===== config.mk =====
export PLATFORM = sky130hd
export DESIGN_NAME = imm_encoder
export DESIGN_NICKNAME = d
export VERILOG_FILES = /design/src/rtl/imm_encoder.sv
export SDC_FILE = /design/constraint.sdc
export NUM_CORES = 1
export LEC_CHECK = 0
export ABC_AREA = 1
export BUFFER_PORTS_ARGS = -buffer_cell sky130_fd_sc_hd__buf_4
export CAP_MARGIN = 30
export CORE_UTILIZATION = 38
export CTS_CLUSTER_SIZE = 14
export DETAILED_ROUTE_END_ITERATION = 16
export HOLD_SLACK_MARGIN = 0.03
export PLACE_DENSITY = 0.64
export SYNTH_ARGS = -nofsm -noshare
export SYNTH_HDL_FRONTEND = slang
export SYNTH_SLANG_ARGS = --single-unit

===== constraint.sdc =====
create_clock -name clk -period 1.85 [get_ports clk]
set_clock_uncertainty 0.15 [all_clocks]
set_input_delay 0.0925 -clock clk [delete_from_list [all_inputs] [get_ports clk]]
set_output_delay 0.0925 -clock clk [all_outputs]
set_load 0.01 [all_outputs]

===== src/rtl/imm_encoder.sv =====
// imm_encoder: finds the ARM rotated-immediate encoding of a 32-bit constant, one rotation per cycle.
// Define IMM_ENC_INVERT_EN to also search ~value (MVN/BIC form) after a failed first pass.
module imm_encoder (
    input  logic        clk,
    input  logic        reset,
    input  logic        in_valid,
    output logic        in_ready,
    input  logic [31:0] value,
    output logic        out_valid,
    input  logic        out_ready,
    output logic        found,
    output logic [3:0]  rot,
    output logic [7:0]  imm8,
    output logic [11:0] src2,
    output logic        inverted
);
    localparam logic [1:0] IDLE   = 2'd0;
    localparam logic [1:0] SEARCH = 2'd1;
    localparam logic [1:0] DONE   = 2'd2;

    logic [1:0]  state_q, state_d;
    logic [31:0] value_q, value_d;
    logic [3:0]  r_q, r_d, rot_q, rot_d;
    logic [7:0]  imm8_q, imm8_d;
    logic        found_q, found_d;
    logic [31:0] operand;
    logic [63:0] dbl;
    logic [31:0] cand;
    logic        hit;

`ifdef IMM_ENC_INVERT_EN
    logic pass_q, pass_d, inv_q, inv_d;
    assign operand  = pass_q ? ~value_q : value_q;
    assign inverted = inv_q;
`else
    assign operand  = value_q;
    assign inverted = 1'b0;
`endif

    // Upper half of the doubled word shifted left is ROL(operand, 2*r), safe at r=0.
    assign dbl  = {operand, operand} << {r_q, 1'b0};
    assign cand = dbl[63:32];
    assign hit  = cand[31:8] == 24'd0;

    assign in_ready  = state_q == IDLE;
    assign out_valid = state_q == DONE;
    assign found     = found_q;
    assign rot       = rot_q;
    assign imm8      = imm8_q;
    assign src2      = {rot_q, imm8_q};

    always_comb begin
        state_d = state_q;
        value_d = value_q;
        r_d     = r_q;
        rot_d   = rot_q;
        imm8_d  = imm8_q;
        found_d = found_q;
`ifdef IMM_ENC_INVERT_EN
        pass_d  = pass_q;
        inv_d   = inv_q;
`endif
        if (state_q == IDLE && in_valid) begin
            value_d = value;
            r_d     = 4'd0;
`ifdef IMM_ENC_INVERT_EN
            pass_d  = 1'b0;
`endif
            state_d = SEARCH;
        end else if (state_q == SEARCH) begin
            if (hit) begin
                found_d = 1'b1;
                rot_d   = r_q;
                imm8_d  = cand[7:0];
`ifdef IMM_ENC_INVERT_EN
                inv_d   = pass_q;
`endif
                state_d = DONE;
            end else if (r_q != 4'd15) begin
                r_d = r_q + 4'd1;
`ifdef IMM_ENC_INVERT_EN
            end else if (!pass_q) begin
                pass_d = 1'b1;
                r_d    = 4'd0;
`endif
            end else begin
                found_d = 1'b0;
                rot_d   = 4'd0;
                imm8_d  = 8'd0;
`ifdef IMM_ENC_INVERT_EN
                inv_d   = 1'b0;
`endif
                state_d = DONE;
            end
        end else if (state_q == DONE && out_ready) begin
            state_d = IDLE;
        end
    end

    always_ff @(posedge clk) begin
        if (reset) begin
            state_q <= IDLE;
            value_q <= 32'd0;
            r_q     <= 4'd0;
            rot_q   <= 4'd0;
            imm8_q  <= 8'd0;
            found_q <= 1'b0;
`ifdef IMM_ENC_INVERT_EN
            pass_q  <= 1'b0;
            inv_q   <= 1'b0;
`endif
        end else begin
            state_q <= state_d;
            value_q <= value_d;
            r_q     <= r_d;
            rot_q   <= rot_d;
            imm8_q  <= imm8_d;
            found_q <= found_d;
`ifdef IMM_ENC_INVERT_EN
            pass_q  <= pass_d;
            inv_q   <= inv_d;
`endif
        end
    end
endmodule


==> impl_metrics.yaml <==
power_and_ir_drop:
  clock_power_share: 0.259
  combPwrFrac: 0.389
  p_per_area_nw_per_um2: 635
  power_switching_mw: 1.28
  ir_drop_uv: 515
  swShare: 0.353
  power_leakage_nw: 2.79
  p_int_mw: 2.34
  power_frac_seq: 0.352
flow_run:
  max_cap_viol_count: 0
floorplan:
  std_cell_rows: 34
  start_util: 0.397
  die_y_microns: 98.1
  die_w_microns: 98.1
  coreArea_sq_um: 8850
  die_area_sq_um: 9630
  top_level_ports: 64
worst_setup_path:
  worstSetupStartpointType: "flop"
  path_max_fanout: 7
  rr_worst_depth: 16
  arrival_ps: 2290
  critPathKind: "reg2reg"
  reg2reg_from: "r_q[0]"
  cp.required_ps: 1900
  r2r-end: "imm8[4]"
  end_kind: "flop"
  r2r_slack_ps: -390
worst_hold_path:
  hold_path.class: "reg2reg"
  whs_path_depth: 2
  min_to: "found"
  hold_path.startpoint: "found"
sta:
  rsz0062_at_grt: "yes"
  postLayoutSetupSlackWorst_ps: -387
  hold_viol_final: 0
  fin_setup_tns_ps: -6790
  finalSetupViolCount: 19
  max_clock_freq_ghz: 0.447
  slew_viol_final: 0
  tightest_slew_ps: 651
  fin_crit_sh: 1.21
  period_needed_ps: 2240
  worst_hold_slack_ps: 316
  maxSlewHeadroom: 0.566
logic_synthesis:
  synth_cells: 590
  async_reset_ff_frac: 0
  synth_edf_count: 0
  synth_most_common_cell: "nand2_1"
  ys_top_cells_by_count: "206 x nand2_1, 96 x nand3_1, 87 x nor2_1"
  syn_area_sq_um: 3510
  ys_seq_area_frac: 0.291
  yosysTopAreaCell: "dfxtp_1"
  ys.flop_type: "dfxtp_1"
  synth_top_area_share: 0.291
  synth.yosys.warnings: 0
  postSynthAreaPerCell_sq_um: 5.95
  synth.net_count: 627
  synth_area_leaders: "dfxtp_1 29%, nand2_1 22%, nand3_1 14%"
  ys_ff_latch: 51
  synth_cell_types: 25
routing:
  drt_pass1_iterations: 7
  vias: 4227
  drt_wl_total_microns: 11800
  ant_nets: 0
  routedWlPerCell_microns: 14.4
  vias_per_cell: 5.17
  drc: 0
  drt_iter0_drc: 287
clock_tree:
  cts_tree: "yes"
  h-tree-depth: 2
  clkTransAtPathRegs_ps: 100
  clock_latency_ps: 310
  root_buffer: "clkbuf_8"
  cts_max_path_buffers: 2
  cts_sinks: 51
  numCtsBuffers: 5
finish:
  drive_above_1_share: 0.449
  diodes: 0
  final_area_sq_um: 5700
  area_growth_pct: 62.3
  nets: 746
  utilization: 0.644
outcome:
  violations: "setup timing"
  status: "complete, but fails checks"
placement:
  dp_slack_ps: -525
  io_buffers: 62
  place_area_sq_um: 4200
  gp_congestion: 0.955
  dp_hpwl_microns: 7680
global_routing:
  antenna_found_initial: 0
  grt_pass1_wl_microns: 19200
  grt_max_degree: 33
  track_usage: 0.245
  grt_pass1_vias: 4094
  overflow: 0
==> cell usage in the layout, fill, tap and decap left out, types with 2 or more instances in the layout <==
cell,count
dfxtp_1,49
o21ai_0,33
nand2_8,6
nand2_4,19
a21oi_1,11
buf_4,110
nor2_4,6
inv_1,14
buf_16,3
dlygate4sd3_1,35
nand4_1,8
buf_6,4
buf_12,6
inv_4,2
nand3_1,46
nand3_2,56
clkbuf_8,5
nand3_4,5
nand2_2,84
bufinv_16,2
nor2_2,3
inv_16,2
nor2_1,83
nand2_1,106
xor2_1,2
==> state kept, by name, indices dropped and copies added (netlist names) <==
signal and flops:
found 1, imm8 8, operand 32, r_q 4, rot 4, state_q 2
==> repair_timing <==
action                                 4_1_cts  5_1_grt
setup endpoints to repair                   19       19
gates resized for setup                    118       86
buffers inserted                            11        5
endpoints found under the hold margin       38        0
pin swaps                                   41       56
hold buffers                                35        0
cloned                                       6        0
==> area by class of cell <==
type	instances	area [sq um]
Inverter	18	88.8
Fill cell	752	3150
Clock inverter	3	67.6
Timing Repair inverter	2	31.3
Clock buffer	5	68.8
Timing Repair Buffer	158	1420
Sequential cell	51	1030
Multi-Input combinational cell	473	2860
Tap cell	108	135
==> critical path, stage by stage, from the launching register on <==
cell and delay [ps]:
dfxtp_4 390, buf_12 140, buf_6 140, nand2_2 80
nand3_2 100, nand2_1 90, nand2_1 50, nand2_1 90
nand2_1 80, nor2_1 140, nand2_1 90, nand2_2 80
nand3_4 140, nand2_8 130, nand2_8 100, nand3_2 90
nand2_1 50
==> metrics by stage <==
stage,std cells,power (mW)
6_report,818,3.62
5_1_grt,818,3.82
4_1_cts,813,3.44
3_5_place_dp,753,2.21
3_3_place_gp,753,2.20
2_1_floorplan,590,1.89
==> metal layers <==
metal	wire length, microns	up-vias	part of all wire	GRT usage
met3	472	15	0.040	0.0401
met4	161	0	0.014	0.0677
met1	5360	1999	0.45	0.323
met2	5820	87	0.49	0.413
li1	-	2126	-	-
met5	0	-	0	0
==> logic make-up (layout without fill, tap and decap cells) <==
| group | after synthesis | count (layout) | share of synthesized area |
|---|---|---|---|
| AO/OA/AOI/OAI | 46 | 46 | 0.0663 |
| XOR/XNOR | 2 | 2 | 0.00499 |
| adder cells (fa/ha/maj) | 1 | 1 | 0.00356 |
| buffers and inverters | 67 | 186 | 0.111 |
| flip-flops | 51 | 51 | 0.291 |
| other | 1 | 1 | 0.00107 |
| AND/OR/NAND/NOR | 422 | 423 | 0.523 |
==> worst max path at each step <==
stage	start	endpoint	slack (ps)
3_3_place_gp	r_q[1]	state_q[0]	-510
5_1_grt	r_q[0]	imm8[5]	-540
6_report	r_q[0]	imm8[4]	-390
3_5_place_dp	r_q[1]	imm8[7]	-520
4_1_cts	r_q[0]	found	-300
2_1_floorplan	r_q[0]	rot[1]	-130
==> power by group through the flow <==
stage / registers [mW] / clock network (mW) / logic [mW]
detailed placement: 1.26 / 0 / 0.948
floorplan: 1.24 / 0 / 0.648
global placement: 1.26 / 0 / 0.943
finish: 1.27 / 0.939 / 1.41
global route: 1.28 / 0.998 / 1.55
CTS: 1.26 / 0.955 / 1.23
No activity file was read; power rests on OpenSTA's default activity.
